## src/rtl/riscv_prefetch_buffer_mo.sv

```systemverilog
// Instruction prefetch buffer: pipelined gnt/rvalid fetch into a small FIFO,
// with stale responses after a branch dropped through a discard counter.
module riscv_prefetch_buffer_mo #(
  parameter int FIFO_DEPTH      = 4,
  parameter int MAX_OUTSTANDING = 2,
  parameter int ADDR_WIDTH      = 32,
  parameter int DATA_WIDTH      = 32
) (
  input  logic                  clk,
  input  logic                  rst_n,
  input  logic                  req_i,
  input  logic                  branch_i,
  input  logic [ADDR_WIDTH-1:0] branch_addr_i,
  input  logic                  ready_i,
  output logic                  valid_o,
  output logic [DATA_WIDTH-1:0] rdata_o,
  output logic [ADDR_WIDTH-1:0] addr_o,
  output logic                  instr_req_o,
  input  logic                  instr_gnt_i,
  output logic [ADDR_WIDTH-1:0] instr_addr_o,
  input  logic [DATA_WIDTH-1:0] instr_rdata_i,
  input  logic                  instr_rvalid_i,
  output logic                  busy_o
);
  localparam int STEP = DATA_WIDTH / 8;
  localparam int PW   = $clog2(FIFO_DEPTH);
  localparam int CW   = $clog2(FIFO_DEPTH) + 2;

  localparam logic [CW-1:0]         DEPTH_C    = CW'(FIFO_DEPTH);
  localparam logic [CW-1:0]         MAX_OUT_C  = CW'(MAX_OUTSTANDING);
  localparam logic [CW-1:0]         ONE_C      = CW'(1);
  localparam logic [PW-1:0]         PTR_ONE    = PW'(1);
  localparam logic [ADDR_WIDTH-1:0] STEP_C     = ADDR_WIDTH'(STEP);
  localparam logic [ADDR_WIDTH-1:0] ALIGN_MASK = ~(ADDR_WIDTH'(STEP - 1));

  logic [ADDR_WIDTH-1:0] fetch_addr;
  logic [ADDR_WIDTH-1:0] rsp_addr;
  logic [ADDR_WIDTH-1:0] branch_target;
  logic [CW-1:0]         outst_cnt;
  logic [CW-1:0]         discard_cnt;
  logic [CW-1:0]         fifo_cnt;
  logic [CW-1:0]         live;
  logic [CW-1:0]         rsp_dec;
  logic                  pending_q;
  logic [PW-1:0]         rd_ptr;
  logic [PW-1:0]         wr_ptr;
  logic [DATA_WIDTH-1:0] mem_data [FIFO_DEPTH];
  logic [ADDR_WIDTH-1:0] mem_addr [FIFO_DEPTH];
  logic                  grant;
  logic                  rsp_ok;
  logic                  drop;
  logic                  push;
  logic                  pop;
  logic                  credit_ok;
  logic                  slot_ok;

  assign branch_target = branch_addr_i & ALIGN_MASK;
  assign live          = outst_cnt - discard_cnt;
  // Credit counts buffered words plus live in-flight words, so a push never overflows.
  assign credit_ok     = (fifo_cnt + live) < DEPTH_C;
  assign slot_ok       = outst_cnt < MAX_OUT_C;

  assign instr_req_o   = pending_q | (req_i & slot_ok & (branch_i | credit_ok));
  assign instr_addr_o  = branch_i ? branch_target : fetch_addr;
  assign grant         = instr_req_o & instr_gnt_i;

  assign rsp_ok        = instr_rvalid_i & (outst_cnt != '0);
  assign rsp_dec       = {{(CW-1){1'b0}}, rsp_ok};
  assign drop          = rsp_ok & (discard_cnt != '0);
  assign push          = rsp_ok & ~drop & ~branch_i;

  assign valid_o       = (fifo_cnt != '0) & ~branch_i;
  assign pop           = valid_o & ready_i;
  assign rdata_o       = mem_data[rd_ptr];
  assign addr_o        = mem_addr[rd_ptr];
  assign busy_o        = (outst_cnt != '0) | instr_req_o;

  always_ff @(posedge clk or negedge rst_n) begin
    if (!rst_n) begin
      fetch_addr  <= '0;
      rsp_addr    <= '0;
      outst_cnt   <= '0;
      discard_cnt <= '0;
      pending_q   <= 1'b0;
    end else begin
      pending_q <= instr_req_o & ~instr_gnt_i;

      if (grant)         fetch_addr <= instr_addr_o + STEP_C;
      else if (branch_i) fetch_addr <= branch_target;

      case ({grant, rsp_ok})
        2'b10:   outst_cnt <= outst_cnt + ONE_C;
        2'b01:   outst_cnt <= outst_cnt - ONE_C;
        default: outst_cnt <= outst_cnt;
      endcase

      // A grant in the branch cycle belongs to the new target, so only older requests are discarded.
      if (branch_i)  discard_cnt <= outst_cnt - rsp_dec;
      else if (drop) discard_cnt <= discard_cnt - ONE_C;

      if (branch_i)  rsp_addr <= branch_target;
      else if (push) rsp_addr <= rsp_addr + STEP_C;
    end
  end

  always_ff @(posedge clk or negedge rst_n) begin
    if (!rst_n) begin
      rd_ptr   <= '0;
      wr_ptr   <= '0;
      fifo_cnt <= '0;
      for (int i = 0; i < FIFO_DEPTH; i++) begin
        mem_data[i] <= '0;
        mem_addr[i] <= '0;
      end
    end else if (branch_i) begin
      rd_ptr   <= '0;
      wr_ptr   <= '0;
      fifo_cnt <= '0;
    end else begin
      if (push) begin
        mem_data[wr_ptr] <= instr_rdata_i;
        mem_addr[wr_ptr] <= rsp_addr;
        wr_ptr           <= wr_ptr + PTR_ONE;
      end
      if (pop) rd_ptr <= rd_ptr + PTR_ONE;
      case ({push, pop})
        2'b10:   fifo_cnt <= fifo_cnt + ONE_C;
        2'b01:   fifo_cnt <= fifo_cnt - ONE_C;
        default: fifo_cnt <= fifo_cnt;
      endcase
    end
  end

  a_no_spurious_rvalid: assert property (@(posedge clk) disable iff (!rst_n)
    !(instr_rvalid_i && outst_cnt == '0))
    else $error("rvalid received with no outstanding request");

endmodule

```

## config.mk

```make
export PLATFORM = sky130hd
export DESIGN_NAME = riscv_prefetch_buffer_mo
export DESIGN_NICKNAME = d
export VERILOG_FILES = /design/src/rtl/riscv_prefetch_buffer_mo.sv
export SDC_FILE = /design/constraint.sdc
export NUM_CORES = 1
export LEC_CHECK = 0
export CAP_MARGIN = 40
export CORE_UTILIZATION = 46
export CTS_BUF_LIST = sky130_fd_sc_hd__clkbuf_4
export DETAILED_ROUTE_END_ITERATION = 7
export PLACE_DENSITY = 0.73
export SLEW_MARGIN = 20
export SYNTH_ARGS = -nofsm -noshare
export SYNTH_HDL_FRONTEND = slang
export SYNTH_SLANG_ARGS = --single-unit
```

## constraint.sdc

```tcl
create_clock -name clk -period 4.85 [get_ports clk]
set_input_delay 0.97 -clock clk [delete_from_list [all_inputs] [get_ports clk]]
set_output_delay 0.97 -clock clk [all_outputs]
set_load 0.1 [all_outputs]
```

==> impl_metrics.toml <==
[run_status]
status = "complete, no violations"

[drt]
viasPerCell = 5.31
initialDrtViolationCount = 435
post_drt_wl_per_cell_um = 17.5
wl_um = 33700
dr_total_vias = 10200
drc = 0
ant_nets = 0
first_pass_iters = 4

[grt]
grt_pass1_wl_um = 56500
grt_max_degree = 124
antenna_found_initial = 2
grt_pass1_vias = 11000
grt_usage_pct = 20.0
overflow = 0

[synthesis]
synthArstFlopShare_pct = 100
synth_top_area_share_pct = 51.5
syn-cell-area_um2 = 15900
yosysUniqueCellTypes = 65
synth_flop_cell = "dfrtp_1"
ys_warn_count = 0
synth.most_common_cell = "dfrtp_1"
syn_inst = 1162
yosysTopAreaCell = "dfrtp_1"
yosysSeqAreaShare_pct = 51.5
synth_common_cells = "327 x dfrtp_1, 171 x mux2_2, 79 x mux2_1"
synth-edff-count = 0
synth.area.top_cells = "dfrtp_1 51%, mux2_2 12%, mux4_2 8.8%, mux2_1 5.6%, xnor2_1 2.2%"
syn_avg_cell_area_um2 = 13.7
ys_ff_latch = 327

[layout]
final_area_um2 = 19800
final_layout_size_suffix_gt1_share_pct = 34.7
utilization_pct = 58.5
fin_nets = 1508
area_delta_synth_final_pct = 24.3

[timing]
fin_crit_ns = 4.49
slew_viol_final = 0
setup_viol = 0
slew_headroom_pct = 32.8
fin_skew_ns = 0.0473
rsz0062_at_grt = "no"
worst_slew_pin_slew_ns = 1.01
finalWorstSetupSlack_ns = 0.356
fmax_mhz = 223
holdWs_ns = 0.344
hold_viol = 0
fin_crit_sh_pct = 92.7

[clock_tree]
cts_root_buffer = "clkbuf_4"
clk_latency_ns = 0.71
clkSinkCount = 327
ctsHoldBuffers = 0
ctsResizeCount = 0
cts_tree = "built"
cts_max_level = 3
clk_pin_slew_worst_paths_ns = 0.06
post-cts-setup-buffer-count = 0
cts_buffers = 88
clock_path_buffers = 3

[placement]
placed_cell_area_um2 = 18700
io_buffers = 165
hpwl_um = 22400
gp_congestion = 0.791
place_ws_ns = 0.656

[min_path]
min_path_type = "primary input to async pin"

[floorplanning]
dieArea_um2 = 35300
initial_core_util_pct = 47.0
die_h_um = 188
core_um2 = 33800
die_x_um = 188
io_pins = 170
row_count = 67

[worst_setup_path]
worstPathRequired_ns = 3.88
worst-setup-path-type = "flop to output port"
path_max_fanout = 8
cp-start-kind = "flop"
cp.arrival_ns = 3.52
cp-end-kind = "output port"

[pwr]
power_density_nw_per_um2 = 525
vdd_drop_max_mv = 0.439
p_leak_nw = 9.17
power.total_w = 0.0104

[flow_run]
drv_cap = 0
==> critical path, cell delays in order, from the launching register on <==
cell and delay, ns:
dfrtp_1 0.53, inv_1 0.19, fa_1 0.56, inv_1 0.04, ha_1 0.27, and3b_1 0.16, or3_1 0.33, a21oi_1 0.18
o21a_1 0.13, nor2_1 0.06, nand3_1 0.08, buf_4 0.29
==> final cells by class <==
| cell class | count | area, um2 |
|---|---|---|
| diodes | 1 | 2.50 |
| clock buffers | 124 | 931 |
| clock inverters | 24 | 161 |
| fillers | 2740 | 14000 |
| inverters | 49 | 184 |
| multi-input cells | 716 | 7010 |
| flip-flops and latches | 327 | 8190 |
| well taps | 448 | 561 |
| repair buffers | 234 | 2710 |
==> sequential cells by signal, summed over array words and instances (netlist names) <==
name,count
pending_q,1
wr_ptr,2
rd_ptr,2
rsp_addr,30
mem_addr,120
discard_cnt,4
fetch_addr,32
mem_data,128
fifo_cnt,4
outst_cnt,4
==> path summary, 6_finish.rpt <==
check | cells past startpoint | from | slack (ns) | to
setup / recovery | 11 | outst_cnt[1] | 0.36 | busy_o
hold / removal | 1 | rst_n | 0.34 | mem_data[121]
setup reg to reg | 16 | outst_cnt[1] | 0.63 | outst_cnt[2]
hold reg to reg | 1 | mem_addr[39] | 0.48 | mem_addr[39]
max in group asynchronous | 2 | rst_n | 3.41 | fetch_addr[30]
min in group clk | 1 | mem_addr[39] | 0.48 | mem_addr[39]
==> where the power goes <==
part | total, W | switching [W] | internal [W] | leakage [nW]
Clock | 0.00239 | 0.00111 | 0.00128 | 0.638
Combinational | 0.00464 | 0.00285 | 0.00179 | 4.16
Sequential | 0.00335 | 0.000278 | 0.00307 | 4.38
==> stage by stage <==
stage               instances  TNS (ns)
floorplan                1163    -0.121
global placement         1721         0
detailed placement       1774         0
CTS                      1922         0
global route             1923         0
finish                   1923         0
==> metal layers <==
layer | wire [um] | vias up | part of all wire, % | GRT usage, %
met4 | 580 | 2 | 1.7 | 5.94
met1 | 15600 | 5168 | 46 | 27.7
met3 | 1430 | 57 | 4.3 | 3.87
met2 | 16000 | 252 | 48 | 32.1
li1 | - | 4725 | - | -
met5 | 13 | - | 0.039 | 0
==> cells in the final DEF, fill, tap and decap left out, drive strengths merged, types with 18 or more instances in the layout <==
| cell | synthesis | routed |
|---|---|---|
| clkinv | 0 | 20 |
| inv | 49 | 49 |
| clkbuf | 16 | 124 |
| xor2 | 29 | 29 |
| nand2 | 66 | 66 |
| mux4 | 62 | 62 |
| xnor2 | 40 | 40 |
| buf | 55 | 115 |
| ha | 18 | 18 |
| nor2 | 33 | 33 |
| nand3 | 30 | 30 |
| o21ai | 48 | 48 |
| mux2 | 250 | 250 |
| clkdlybuf4s50 | 0 | 119 |
| dfrtp | 327 | 327 |
==> cells by family (layout without fill, tap and decap cells) <==
group	count (synthesis)	after routing	share of synthesized area [%]
AO/OA/AOI/OAI	83	83	3.27
other	1	3	0.0236
XOR/XNOR	70	70	3.94
multiplexers	327	327	27.4
buffers and inverters	120	431	4.48
adder cells (fa/ha/maj)	21	21	1.79
AND/OR/NAND/NOR	213	213	7.57
flip-flops	327	327	51.5
Power figures use the tool's default switching activity.
==> patch 1: new RTL, same flow settings <==
The parameter `ADDR_WIDTH` goes from 32 to 40.
--- a/src/rtl/riscv_prefetch_buffer_mo.sv
+++ b/src/rtl/riscv_prefetch_buffer_mo.sv
@@ -4,5 +4,5 @@
   parameter int FIFO_DEPTH      = 4,
   parameter int MAX_OUTSTANDING = 2,
-  parameter int ADDR_WIDTH      = 32,
+  parameter int ADDR_WIDTH      = 40,
   parameter int DATA_WIDTH      = 32
 ) (
Ports: changed (resized addr_o, branch_addr_i and instr_addr_o); port bits go from 170 to 194. The function was not compared with the original's and may differ.
==> patch 1 against the original RTL <==
- sequential cell count is 48 higher
- wire length is 25% higher
- total power is 11% higher
- clock skew is 0.019 ns lower
- setup slack worse by 0.022 ns
- synthesized cell count is 17% higher
- final cell count is 15% higher
- first-iteration DRC count is 27% higher
- area after synthesis is 15% higher
- cell area is 13% higher
- largest cell class unchanged
- largest power group unchanged
==> patch 1: results (changes against the original RTL) <==
Outcome: complete, no violations
Peak VDD IR: 0.3331 mV (-24%)
Grt met3 use: 4.017% (+0.14 points)
Total Die Area: 0.04061 mm^2 (+15%)
Multiplexer share of the synthesized area: 27.03% (-0.41 points)
Met1 usage: 29.21% (+1.5 points)
Top cells by area, synth: dfrtp_1 51%, mux2_2 15%, mux4_2 8.6%
Initial antenna violation count: 1 (-1)
Clock buffers: 144 (+16%)
Clock group power: 2700 uW (+13%)
Final net count: 1,725 (+14%)
Clk_lat worst skew: 0.77 ns (+0.06 ns)
Met2 usage: 33.69% (+1.6 points)
ClkCell Share: 5.450% (-0.080 points)
Reg power frac: 33.2% (+0.9 points)
Worst Path Max Fanout: 7 (-1)
DP HPWL: 27,640 um (+24%)
Non-clk invs: 55 (+12%)
DP Area: 0.02112 mm^2 (+13%)
Xor-xnor portion of the synthesized cell area: 4.379% (+0.44 points)
Min Hold Slack: 0.2811 ns (-0.06298 ns)
DR WL met2: 20,000 um (+25%)
Seq/Total Area, Yosys: 51.24% (-0.24 points)
Pin count of the biggest net entering global routing: 131 (+5.6%)
Largest regs: mem_addr (152), mem_data (128), fetch_addr (40)
Final core utilization: 57.39% (-1.1 points)
Via count: 12.06k (+18%)
Port Buffer Count: 189 (+15%)
Unique masters post-synth: 64 (-1.5%)
Top Metal Used: met4
Fill count: 3,167 (+16%)
FF+latch count, synth: 375 (+15%)
Tightest Pin Transition: 0.9240 ns (-0.08356 ns)
Sw Share: 41.64% (+0.81 points)
Pint: 6712 uW (+9.3%)
Initial DRC Count: 554 (+27%)
Number of global-route vias before repair: 12.69k (+16%)
DRT met1 WL: 18,830 um (+20%)
Synth cell count leaders: 375 x dfrtp_1, 240 x mux2_2, 83 x nand2_1
Routed vias/inst: 5.448 (+2.7%)
Avg Cell Area, Syn: 13.50 um^2 (-1.3%)
CTS buffer count: 98 (+11%)
Total track usage: 21.37% (+1.3 points)
Inst Count DP: 2,043 (+15%)
FF+latch area: 0.009392 mm^2 (+15%)
Final setup margin: 0.3344 ns (-0.02169 ns)
Synth Area in Adders: 1.558% (-0.24 points)
#MultiIn Comb: 847 (+18%)
Compound-Gate Fraction of Synth Area: 3.307% (+0.040 points)
Met3 wire length: 2242 um (+57%)
Area of the multi-input gates: 0.008145 mm^2 (+16%)
1st-pass router iterations: 6 (+2)
==> patch 1: changes by cell type after synthesis, moves of 6 or more <==
| cell | unedited run | this run |
|---|---|---|
| inv_1 | 47 | 54 |
| mux2_2 | 171 | 240 |
| buf_2 | 14 | 22 |
| mux4_2 | 62 | 70 |
| o21ai_0 | 45 | 66 |
| nand4_1 | 8 | 33 |
| nor3_1 | 12 | 4 |
| and2_1 | 6 | 12 |
| dfrtp_1 | 327 | 375 |
| xor2_1 | 29 | 39 |
| nand2_1 | 65 | 83 |
| xnor2_1 | 40 | 50 |
| mux2_1 | 79 | 49 |
==> patch 1: worst max-delay path, cell delays in order, from the launching register on <==
cell	delay [ns]
dfrtp_1	0.50
inv_1	0.16
fa_1	0.55
inv_1	0.04
ha_1	0.31
nor2_1	0.12
xnor3_1	0.41
a21oi_1	0.14
o21a_1	0.12
nor2_1	0.06
nand3_1	0.08
buf_4	0.29
==> patch 2: new RTL, same flow settings <==
Made on the original files. Make the reset (`rst_n`) synchronous in 2 clocked blocks.
--- a/src/rtl/riscv_prefetch_buffer_mo.sv
+++ b/src/rtl/riscv_prefetch_buffer_mo.sv
@@ -76,5 +76,5 @@
   assign busy_o        = (outst_cnt != '0) | instr_req_o;
 
-  always_ff @(posedge clk or negedge rst_n) begin
+  always_ff @(posedge clk) begin
     if (!rst_n) begin
       fetch_addr  <= '0;
@@ -104,5 +104,5 @@
   end
 
-  always_ff @(posedge clk or negedge rst_n) begin
+  always_ff @(posedge clk) begin
     if (!rst_n) begin
       rd_ptr   <= '0;
Check against the original RTL: differs if rst_n is asserted again (counterexample within 4 cycles, from zero or initial values and one cycle with rst_n low); with rst_n held inactive, the same outputs for 4 cycles.
==> patch 2 against the original RTL <==
- core utilization is 1.7 points higher
- setup slack worse by 0.11 ns
- clock skew grew 0.013 ns
- wire length up 7.2%
- non-clock buffer count rose by 15
- global-route usage grew 1.7 points
- area after synthesis down 3.3%
- cell area is 0.46% lower
- sequential cell count grew 2
- critical endpoint unchanged
Power is not compared: it rests on default switching activity, and its combinational part moved more than twofold at a synthesized area within 25%.
==> patch 2: results (changes against the original RTL) <==
Crit path time final: 4.605 ns (+0.1113 ns)
Met3 wire length: 2597 um (+81%)
Top Metal Used: met4
Signal buffers share of area: 14.99% (+1.3 points)
Cell count after synthesis: 1,263 (+8.7%)
Outcome: complete, no violations
Top cells by area, synth: edfxtp_1 48%, dfxtp_1 11%, mux4_2 9.1%
Min Hold Slack: 0.4899 ns (+0.1459 ns)
Flop-to-flop setup slack: 0.74 ns (+0.11 ns)
DRT met1 WL: 14,930 um (-4.6%)
ClkCell Share: 5.257% (-0.27 points)
Fill count: 2,620 (-4.4%)
DR WL met2: 17,790 um (+11%)
Crit path DAT: 3.64 ns (+0.12 ns)
CTS buffer count: 87 (-1.1%)
DP HPWL: 23,220 um (+3.9%)
Multi-input combinational area share: 28.98% (-6.5 points)
Fin Clk Skew: 0.06042 ns (+0.01307 ns)
Num rows: 66 (-1.5%)
Routability Congestion: 0.8581 (+8.5%)
CP startpoint kind: flop
Diode count: 1 (unchanged)
Inst Count DP: 1,882 (+6.1%)
Worst flop-to-flop path endpoint: outst_cnt[2]
Total power: 7769 uW
Pin count of the biggest net entering global routing: 64 (-48%)
Final net count: 1,619 (+7.4%)
Total track usage: 21.72% (+1.7 points)
Met1 usage: 27.22% (-0.47 points)
Relative slew slack: 43.02% (+10 points)
#MultiIn Comb: 770 (+7.5%)
Count of plain and timing-repair buffers: 249 (+6.4%)
FF+latch count, synth: 329 (+0.61%)
Synthesis-to-layout area growth: 27.93%
1st-pass router iterations: 5 (+1)
Clock buffers: 122 (-1.6%)
Hold Crit Class: reg -> reg
Synth cell count leaders: 248 x edfxtp_1, 162 x nor2_1, 109 x nand2_1
Global-route wire length before repair: 57,120 um (+1.0%)
Routed vias/inst: 5.318 (+0.22%)
Share of cells above drive strength 1: 22.71% (-12 points)
Layout Cells excl Fill: 2,024 (+5.3%)
Seq/total area: 46.16% (+4.7 points)
Initial DRC Count: 711 (+63%)
Pre-CTS WS: 0.7780 ns (+0.1216 ns)
Worst Path Max Fanout: 9 (+1)
Clk_lat worst skew: 0.72 ns
Seq/Total Area, Yosys: 59.01% (+7.5 points)
Initial antenna violation count: 1 (-1)
Unique masters post-synth: 74 (+14%)
Number of global-route vias before repair: 11.08k (+1.1%)
Met2 usage: 37.20% (+5.1 points)
## patch 2: cell types whose count changed in the layout (fill, tap and decap cells not counted), moves of 21 or more
cell      unedited run  this run
dfrtp_1            325         0
dfxtp_1              0        79
a21oi_1             10        40
edfxtp_1             0       248
nor2_1              33       161
mux2_1              79         0
inv_1               47        91
nand2_1             65       109
xnor2_1             40        19
and2_1               2        72
mux2_2             171        14
## patch 2: kinds of logic after synthesis
family / after synthesis / share of synthesized area [%]
other: 1 / 0.02440
xor gates and xnor gates: 54 / 3.298
muxes: 90 / 11.02
buffers and inverters: 165 / 4.332
DFF: 329 / 59.01
and+or+nand+nor: 471 / 14.98
AOI/OAI and AO/OA: 135 / 5.716
adders and majority gates: 18 / 1.612
## patch 2: worst max-delay path: stages (launching register included)
cell and delay [ns]:
dfxtp_1 0.51, inv_1 0.16, fa_1 0.55, inv_1 0.04, ha_1 0.27, and3b_1 0.17
or3_1 0.40, a21oi_1 0.17, o21ai_0 0.08, nor2b_1 0.17, nand3_1 0.10, buf_4 0.29
